$ cat src/rtl/ring_pkg.sv
// Shared types for the one-hot ring monitor: FSM states, error codes and
// the default ring width.
package ring_pkg;

  localparam int NBITS_DEFAULT = 4;

  typedef enum logic [1:0] {
    S_IDLE  = 2'd0,
    S_TRACK = 2'd1,
    S_ERR   = 2'd2
  } state_t;

  typedef enum logic [1:0] {
    ERR_NONE   = 2'd0,
    ERR_ONEHOT = 2'd1,
    ERR_STEP   = 2'd2
  } err_code_t;

endpackage

$ cat src/rtl/onehot_dec.sv
// Combinational classifier for one ring sample: zero, exactly-one-hot, and
// the binary position of the set bit (only meaningful when one-hot).
module onehot_dec #(
  parameter  int nbits = 4,
  localparam int IW    = $clog2(nbits)
) (
  input  logic [nbits-1:0] code,
  output logic             is_onehot,
  output logic             is_zero,
  output logic [IW-1:0]    index
);

  // Clearing the lowest set bit leaves zero only when a single bit was set.
  assign is_zero   = (code == '0);
  assign is_onehot = !is_zero && ((code & (code - nbits'(1))) == '0);

  // NOTE: every variable written here gets a default first, so no latch is inferred.
  always_comb begin
    index = '0;
    for (int i = 0; i < nbits; i++) begin
      if (code[i]) index = index | IW'(i);
    end
  end

endmodule

$ cat src/rtl/onehot_ring_monitor.sv
// Watches a one-hot ring counter, reports its position, counts revolutions and
// latches a sticky error. Define RING_HOLD_EN to accept a repeated code as a hold.
module onehot_ring_monitor
  import ring_pkg::*;
#(
  parameter  int nbits = NBITS_DEFAULT,
  localparam int IW    = $clog2(nbits)
) (
  input  logic             clk,
  input  logic             reset,
  input  logic             valid,
  input  logic [nbits-1:0] ring,
  input  logic             clear,
  output logic [IW-1:0]    index,
  output logic             index_valid,
  output logic             err,
  output logic [1:0]       err_code,
  output logic [7:0]       revs
);

  if (nbits < 2 || (nbits & (nbits - 1)) != 0) begin : g_bad_nbits
    $error("onehot_ring_monitor: nbits must be a power of two and at least 2");
  end

  state_t    state;
  err_code_t err_code_q;

  logic          dec_onehot;
  logic          dec_zero;
  logic [IW-1:0] dec_idx;

  onehot_dec #(.nbits(nbits)) u_dec (
    .code      (ring),
    .is_onehot (dec_onehot),
    .is_zero   (dec_zero),
    .index     (dec_idx)
  );

  // The previous code is always 1 << index while tracking, so a rotate-left
  // step is simply index+1 (wrapping because nbits is a power of two).
  logic [IW-1:0] next_idx;
  logic          step_ok;
  logic          reload;
  logic          wrap;
  logic          hold_ok;

  assign next_idx = index + IW'(1);
  assign step_ok  = (dec_idx == next_idx);
  assign reload   = (dec_idx == '0);
  assign wrap     = (dec_idx == '0) && (index == '1);

`ifdef RING_HOLD_EN
  assign hold_ok = (dec_idx == index);
`else
  assign hold_ok = 1'b0;
`endif

  assign err_code = err_code_q;

  // NOTE: sequential state uses non-blocking assignments so every register
  // samples pre-edge values regardless of statement order.
  always_ff @(posedge clk or negedge reset) begin
    if (!reset) begin
      state       <= S_IDLE;
      index       <= '0;
      index_valid <= 1'b0;
      err         <= 1'b0;
      err_code_q  <= ERR_NONE;
      revs        <= '0;
    end else if (clear) begin
      state       <= S_IDLE;
      index_valid <= 1'b0;
      err         <= 1'b0;
      err_code_q  <= ERR_NONE;
      revs        <= '0;
    end else if (valid) begin
      if (dec_zero) begin
        // The ring itself was reset: drop the reference, keep error history.
        state       <= S_IDLE;
        index_valid <= 1'b0;
      end else begin
        case (state)
          S_IDLE: begin
            if (dec_onehot) begin
              state       <= S_TRACK;
              index       <= dec_idx;
              index_valid <= 1'b1;
            end else begin
              state       <= S_ERR;
              index_valid <= 1'b0;
              err         <= 1'b1;
              err_code_q  <= ERR_ONEHOT;
            end
          end
          S_TRACK: begin
            if (!dec_onehot) begin
              state       <= S_ERR;
              index_valid <= 1'b0;
              err         <= 1'b1;
              err_code_q  <= ERR_ONEHOT;
            end else if (step_ok || reload) begin
              index <= dec_idx;
              if (wrap) revs <= revs + 8'd1;
            end else if (!hold_ok) begin
              state       <= S_ERR;
              index_valid <= 1'b0;
              err         <= 1'b1;
              err_code_q  <= ERR_STEP;
            end
          end
          S_ERR: begin
            // Sticky until clear; only an all-zero ring leaves this state.
          end
          default: begin
            state       <= S_IDLE;
            index_valid <= 1'b0;
          end
        endcase
      end
    end
  end

endmodule

$ cat config.mk
export PLATFORM = sky130hd
export DESIGN_NAME = onehot_ring_monitor
export DESIGN_NICKNAME = d
export VERILOG_FILES = /design/src/rtl/ring_pkg.sv /design/src/rtl/onehot_dec.sv /design/src/rtl/onehot_ring_monitor.sv
export SDC_FILE = /design/constraint.sdc
export NUM_CORES = 1
export LEC_CHECK = 0
export ABC_AREA = 1
export CORE_UTILIZATION = 40
export DETAILED_ROUTE_END_ITERATION = 8
export GPL_TIMING_DRIVEN = 0
export SKIP_CTS_REPAIR_TIMING = 1
export SYNTH_ARGS = -nofsm -noshare
export SYNTH_HDL_FRONTEND = slang
export SYNTH_SLANG_ARGS = --single-unit
$ cat constraint.sdc
create_clock -name clk -period 1.6 [get_ports clk]
set_input_delay 0.32 -clock clk [delete_from_list [all_inputs] [get_ports clk]]
set_output_delay 0.32 -clock clk [all_outputs]
set_load 0.02 [all_outputs]
-- Yosys cells after proc, flatten, opt, wreduce, memory -nomap -nowiden
Cells that the tools add are included.
- input bits: 8
- logic and storage cells: 84
- flip-flop bits (word level): 16
- output and inout bits: 14
- mux-type cells: 41
- bitwise gates (word level): 3
- add/sub/neg operators: 3
- eq/ne operators: 12
- reduce and logical (&&, ||, !) cells: 19
- operators with widths (operator ; number):
    $mux W8 ; 7
    $mux W2 ; 16
    $mux W1 ; 13
    $reduce_bool A2 Y1 ; 6
    $add A8 B1 Y8 const B ; 1
    $logic_not A4 Y1 ; 2
    $ne A2 B2 Y1 const B ; 4
    $pmux W2 S2 ; 2
    $reduce_and A7 Y1 ; 1
    $pmux W2 S3 ; 1
    $reduce_and A6 Y1 ; 1
    $ne A5 B4 Y1 const B ; 1
    $reduce_and A5 Y1 ; 1
    $and A4 B4 Y4 ; 1
    $eq A2 B2 Y1 const B ; 2
    $logic_not A2 Y1 ; 2
    $ne A4 B4 Y1 const B ; 1
    $sub A4 B1 Y4 const B ; 1
    $ne A3 B2 Y1 const B ; 1
    $ne A3 B3 Y1 const B ; 1
    $pmux W1 S3 ; 1
    $reduce_and A3 Y1 ; 1
    $reduce_bool A3 Y1 ; 1
    $add A2 B1 Y2 const B ; 1
    other kinds (7) ; 9

-- Longest topological paths before layout
Gate-level depths: netlist of run 1.
- depth in word-level cells: 12
- gate-level depth with buffers: 10
- gate-level depth less buffers: 10

-- Hierarchy
Synthesis of run 1 repeated with hierarchy kept, for this count alone.
- cell total of the unflattened synthesis: 145
- area, all modules: 993.5 um2
- modules (own cells, without submodules) (module ; area each (um2) ; cells an instance ; instances ; sequential area each (um2)):
    onehot_ring_monitor ; 929.6 ; 129 ; 1 ; 375.4
    onehot_dec ; 63.8 ; 16 ; 1 ; 0.0

-- Worst setup path after synthesis of run 1
No wires, ideal clock.
- path kind: flip-flop to flip-flop
- from: register index[0]
- to: register revs[3]
- required time: 1.482 ns
- stages on the path, launching flop included: 10
- arrival time: 1.438 ns
- path slack: 0.043 ns
- clock period less this slack: 1.557 ns
- cells stage by stage: dfrtp_1 > ha_1 > nand2_1 > nand2_1 > nand2_1 > nand3_2 > nor2_4 > nand2_2 > nand3_1 > nand2_1
- word-level cells in the longest chain between the ends: 5
- ends and longest elaborated chain (item ; RTL line ; source):
    start, declared ; onehot_ring_monitor.sv:14 ; output logic [IW-1:0] index,
    start signal, assigned ; onehot_ring_monitor.sv:86 ; index <= dec_idx;
    start signal, assigned ; onehot_ring_monitor.sv:102 ; index <= dec_idx;
    $add A2 B1 Y2 ; onehot_ring_monitor.sv:47 ; assign next_idx = index + IW'(1);
    $eq A2 B2 Y1 ; onehot_ring_monitor.sv:48 ; assign step_ok = (dec_idx == next_idx);
    $logic_or A1 B1 Y1 ; onehot_ring_monitor.sv:101 ; end else if (step_ok || reload) begin
    $reduce_bool A2 Y1 (no line) ; - ;
    $reduce_and A6 Y1 (no line) (*) ; - ;
    end signal, assigned ; onehot_ring_monitor.sv:103 ; if (wrap) revs <= revs + 8'd1;
    end, declared ; onehot_ring_monitor.sv:18 ; output logic [7:0] revs
Every way passes the cells marked *; elsewhere a longest branch is shown, timed or not.
A chain may end at the register's enable or synchronous reset.

-- Worst setup path in the final report of run 1
- from: register index[1]
- to: register revs[7]
Same word-level chain as after synthesis.

==> metrics.md, run 1 <==
| Metric | Value |
|---|---|
| Number of core rows | `18` |
| Final Hold Fails | `0` |
| Fin crit period | `1.599 ns` |
| Reg2reg end | `revs[7]$_DFFE_PN0P_` |
| Period utilization | `99.96%` |
| Top cells by area, synth | `dfrtp_1 (38%), nand2_1 (15%), inv_1 (6.3%)` |
| Drt drc | `0` |
| Yosys warns | `0` |
| CTS tree | `done` |
| 1st-iter DRT viols | `15` |
| Synthesized instance count | `144` |
| Post-placement setup slack | `-0.2858 ns` |
| Final antenna-violating net count | `0` |
| GP Congestion | `0.7833` |
| Most frequent CP cell | `nand2_1` |
| Post-synth ARST share | `100.0%` |
| R2R Path Start | `index[1]$_DFFE_PN0P_` |
| CTS sink cnt | `16` |
| Antenna cells | `0` |
| Final Hold Slack | `0.4598 ns` |
| Post-synth EDFFs | `0` |
| Slowest stage delay, CP | `0.42 ns` |
| Num ports | `22` |
| Fin worst setup slack | `0.0006057 ns` |
| Vias/cell | `5.005` |
| Initial Util | `42.69%` |
| CTS max path bufs | `2` |
| CTS buffer count | `3` |
| Post-synthesis register bit count | `16` |
| Vias | `1006` |
| DR WL/cell | `11.03 µm` |
| Overall die width | `53.66 µm` |
| Core ar. | `2500 µm²` |
| Worst Skew | `0.006430 ns` |
| Distinct cell type count of the synthesized netlist | `22` |
| Post-route cell area | `1425 µm²` |
| Worst reg-to-reg path cell count | `9` |
| Highest Clock Rate | `625.2 MHz` |
| Non-filler instance count after layout | `201` |
| Worst VDD drop | `0.0004445 V` |
| Initial antenna violation count | `0` |
| Cell taking the most area after synthesis | `dfrtp_1` |
| Post-placement cell count | `195` |
| Dominant synthesized flop cell | `dfrtp_1` |
| Crit path max-delay cell type | `dfrtp_1` |
| # setup viols final | `0` |
| Crit start category | `flip-flop` |
| Largest net degree at the start of global routing | `17` |
| Synthesis-to-layout area growth | `33.53%` |
| Max_cap viols | `0` |
| HPWL Detailed | `1.581 mm` |
| Slew @ Worst Pin | `0.7598 ns` |
| First-pass GRT wire length | `3.601 mm` |
| Avg Inst Size Synth | `7.412 µm²` |
| Worst skew pair latency | `0.30 ns` |
| Vert. Die Dim | `53.66 µm` |
| Root Buffer | `clkbuf_4` |
| Port bufs | `21` |
| Vias in the first global route | `843` |
| Gr usage total | `17.55%` |
| Share of layout cells above drive strength 1 | `15.79%` |
| Post-Syn Nets | `154` |
| Post-synthesis sequential area ratio | `37.51%` |
| Max-slew violations | `0` |
| RSZ-0062 raised after global routing | `true` |
| Hold crit path type | `in -> async` |
| Critical path arrival | `1.83 ns` |
| CP endpoint kind | `flip-flop` |
| R2R setup slack | `0.0006 ns` |
| Worst slew margin | `49.19%` |
| Cell breakdown of the critical path | `ha_1 > nand2_1 > nand2_1 > nand2_2 > nand3_4 > nor2_4 > buf_4 > nand4_1 > nand2_1` |
| PD cells | `717.5 nW/µm²` |
| Routed wire length | `2.218 mm` |
| Area of placed instances | `1315 µm²` |
| Status | `completed` |
| Crit Path Max Fanout | `6` |
| Cell with the most instances after synthesis | `nand2_1` |
| Data required, critical path | `1.83 ns` |
| Die area | `2879 µm²` |
| CTS H-tree depth | `1` |
| Worst-path clk slew | `0.10 ns` |
| Kind of critical path | `reg -> reg` |
| Pre-antenna DRT Iters | `4` |
| Pleak | `0.9921 nW` |
| Final Net Count | `183` |
| Top cells by count, synth | `nand2_1 (43), inv_1 (18), dfrtp_1 (16)` |
| Synth Cell Area | `1067 µm²` |
| GRT Residual Overflow | `0` |
| Share of the synthesized area in the top cell type | `37.51%` |
-- layout make-up --
class / instances / area (µm²)
Buffer: 1 / 3.754
Clock buffer: 3 / 22.52
Fill cell: 232 / 1075
Inverter: 19 / 71.32
Multi-Input combinational cell: 108 / 619.3
Sequential cell: 16 / 400.4
Tap cell: 30 / 37.54
Timing Repair Buffer: 24 / 270.3
-- layer usage --
metal  global-route usage, %  wire (µm)
met5                       0          0
met4                   5.263         23
met3                   5.932        111
met2                   30.42       1086
met1                   20.28        996
-- where the power goes --
| part | switching, W | internal, W | leakage [nW] |
|---|---|---|---|
| clock | 0.000136 | 0.0000877 | 0.0138 |
| sequential | 0.0000259 | 0.000435 | 0.216 |
| combinational | 0.000201 | 0.000138 | 0.763 |
| total | 0.000362 | 0.000660 | 0.992 |
-- layout by cell type, fill, tap and decap left out, drive strengths merged --
cell type,instances
clkdlybuf4s50,6
xor2,5
dlymetal6s2s,15
inv,18
nand4,10
nand3b,1
o21ai,4
nor3,2
buf,3
ha,2
clkbuf,4
dfrtp,16
nand3,15
or2,3
nor2,18
clkinv,1
nand2,48
-- worst max-delay path, delay by kind of cell (launching register included) --
| kind | cells | cell delay (ns) |
|---|---|---|
| and+or+nand+nor | 7 | 0.66 |
| DFF | 1 | 0.42 |
| adders and majority gates | 1 | 0.32 |
| buffers and inverters | 1 | 0.15 |
-- registers in the layout, indices dropped and copies added (netlist names) --
| signal | cells |
|---|---|
| index_valid | 1 |
| state | 2 |
| revs | 8 |
| index | 2 |
| err | 1 |
| err_code | 2 |
-- logic make-up after synthesis --
group,share of synthesized area (%)
fa+ha+maj,2.344
compound gates,2.227
flops,37.51
simple gates,46.78
xor+xnor,4.103
buf+inv,7.033
-- per-stage QoR --
stage,TNS [ns],power (W),util (%)
2_1_floorplan,0,0.0006527,-
3_3_place_gp,-3.886,0.0007625,52.60
3_5_place_dp,-3.998,0.0007687,52.60
4_1_cts,-0.7391,0.0009946,53.50
5_1_grt,-0.8439,0.001094,57.01
6_report,0,0.001023,57.01
-- worst max path at each step --
stage | from | to | slack, ns | cells after the start
3_3_place_gp | ring[3] | revs[2]$_DFFE_PN0P_ | -0.30 | 9
6_report | index[1]$_DFFE_PN0P_ | revs[7]$_DFFE_PN0P_ | 0.0006 | 9
4_1_cts | revs[5]$_DFFE_PN0P_ | revs[5] | -0.09 | 1
2_1_floorplan | index[0]$_DFFE_PN0P_ | revs[3]$_DFFE_PN0P_ | 0.04 | 9
3_5_place_dp | ring[3] | revs[7]$_DFFE_PN0P_ | -0.29 | 9
5_1_grt | index[1]$_DFFE_PN0P_ | revs[5]$_DFFE_PN0P_ | -0.14 | 9
Note: power is estimated with default switching activity, not from simulation.
==> inputs of run 2 (changes only) <==
- GPL_TIMING_DRIVEN: 0 -> not set
==> run 2 against run 1 <==
Compared with the run above: global-route usage up 1.0 points; maximum frequency grew 5.4%; final cell count up 4.5%; via count up 5.0%; hold slack got worse by 0.13 ns; setup slack gained 0.081 ns; register-to-register slack better by 0.08 ns; critical path type unchanged; largest power group unchanged; highest routed layer unchanged.
==> metrics.md, run 2 (synthesis results as in run 1) <==
| Metric | Value |
|---|---|
| Post-placement setup slack | `-0.2679 ns` |
| Final Hold Slack | `0.3315 ns` |
| Reg2reg end | `revs[6]$_DFFE_PN0P_` |
| Max_cap viols | `0` |
| Vias | `1056` |
| Post-layout utilization of the core | `61.86%` |
| Fillcell total | `224` |
| Antenna cells | `0` |
| R2R Path Start | `index[1]$_DFFE_PN0P_` |
| Gr usage total | `18.56%` |
| CP endpoint kind | `flip-flop` |
| Vias/cell | `5.029` |
| Final Net Count | `191` |
| CTS H-tree depth | `1` |
| Initial antenna violation count | `0` |
| Num ports | `22` |
| Kind of critical path | `reg -> reg` |
| CTS sink cnt | `16` |
| First-pass GRT wire length | `3.767 mm` |
| Root Buffer | `clkbuf_4` |
| Largest register by flop count | `revs` |
| Overall die width | `53.66 µm` |
| Core ar. | `2500 µm²` |
| Pleak | `1.065 nW` |
| Port bufs | `21` |
| Share of layout cells above drive strength 1 | `22.78%` |
| CTS max path bufs | `2` |
| Largest net degree at the start of global routing | `17` |
| GRT Residual Overflow | `0` |
| Pre-antenna DRT Iters | `4` |
| Slew @ Worst Pin | `0.3006 ns` |
| Synthesis-to-layout area growth | `44.90%` |
| Crit Path Max Fanout | `4` |
| Worst slew margin | `79.89%` |
| PD cells | `750.4 nW/µm²` |
| Fin crit period | `1.518 ns` |
| Status | `completed` |
| Hold crit path type | `in -> async` |
| Drt drc | `0` |
| Worst VDD drop | `0.0005760 V` |
| GP Congestion | `0.8877` |
| Max FFs per register | `8` |
| R2R setup slack | `0.08 ns` |
| Commonest non-fill, non-tap cell in the layout | `nand2_1` |
| Vert. Die Dim | `53.66 µm` |
| Critical path arrival | `1.75 ns` |
| DR WL/cell | `11.50 µm` |
| Worst Skew | `0.004258 ns` |
| Data required, critical path | `1.84 ns` |
| CTS tree | `done` |
| Worst-path clk slew | `0.10 ns` |
| Fin worst setup slack | `0.08205 ns` |
| Most frequent cells in the layout | `nand2_1 (40), inv_1 (18), dlymetal6s2s_1 (17)` |
| Number of core rows | `18` |
| Initial Util | `42.69%` |
| # setup viols final | `0` |
| Final Hold Fails | `0` |
| Vias in the first global route | `894` |
| CTS buffer count | `3` |
| Worst skew pair latency | `0.29 ns` |
| Max-slew violations | `0` |
| Routed wire length | `2.416 mm` |
| Final antenna-violating net count | `0` |
| Period utilization | `94.87%` |
| Die area | `2879 µm²` |
| Worst reg-to-reg path cell count | `9` |
| Highest Clock Rate | `658.8 MHz` |
| HPWL Detailed | `1.716 mm` |
| Crit start category | `flip-flop` |
| 1st-iter DRT viols | `11` |
## run 2: cell count changes in the layout (fill, tap and decap cells not counted), sizes merged
cell,delta
dlymetal6s2s,+2
buf,+9
clkdlybuf4s50,-2
## run 2: final cells by class
class | instances | area [µm²] | area share [%]
clock buffer | 4 | 36.28 | 2.346
multi-input combinational | 108 | 654.4 | 42.31
sequential | 16 | 400.4 | 25.89
tap | 30 | 37.54 | 2.427
inverter | 19 | 71.32 | 4.612
timing repair buffer | 33 | 346.6 | 22.41
## run 2: how the worst max path moves through the flow
stage	slack [ns]	endpoint	from
after global placement	-0.21	err$_DFFE_PN0P_	ring[3]
after global routing	-0.05	revs[6]$_DFFE_PN0P_	index[1]$_DFFE_PN0P_
after CTS	-0.1	revs[2]	revs[2]$_DFFE_PN0P_
after floorplan	0.04	revs[3]$_DFFE_PN0P_	index[0]$_DFFE_PN0P_
after detailed placement	-0.27	err_code[1]$_DFFE_PN0P_	ring[3]
final	0.08	revs[6]$_DFFE_PN0P_	index[1]$_DFFE_PN0P_
## run 2: critical path: stages, from the launching register on
cell     delay, ns
dfrtp_1       0.44
ha_4          0.26
nand2_1       0.06
nand2_1       0.07
nand2_2       0.12
nand3_4       0.10
nor2_4        0.15
buf_6         0.13
nand4_1       0.07
nand2_1       0.08
## run 2: through the flow
stage               instances  TNS (ns)  cell area [µm²]  total power [W]
floorplan                 144         0             1067        0.0006527
finish                    210         0             1546         0.001160
global placement          203    -2.802             1379        0.0007794
CTS                       207   -0.6906             1415         0.001062
global route              210   -0.2394             1546         0.001233
detailed placement        203    -3.424             1379        0.0007812
## run 2: metal layers
metal	vias to the layer above	GRT usage, %	routed length, µm
met3	4	2.542	118
met1	489	23.26	1025
li1	533	-	-
met5	-	0	0
met2	30	31.04	1236
met4	0	9.211	34
## run 2: power breakdown
| group | internal (W) | total, W | switching (W) |
|---|---|---|---|
| logic | 0.000182 | 0.000413 | 0.000231 |
| registers | 0.000435 | 0.000469 | 0.0000344 |
| clock network | 0.000139 | 0.000279 | 0.000140 |
| total | 0.000755 | 0.00116 | 0.000406 |
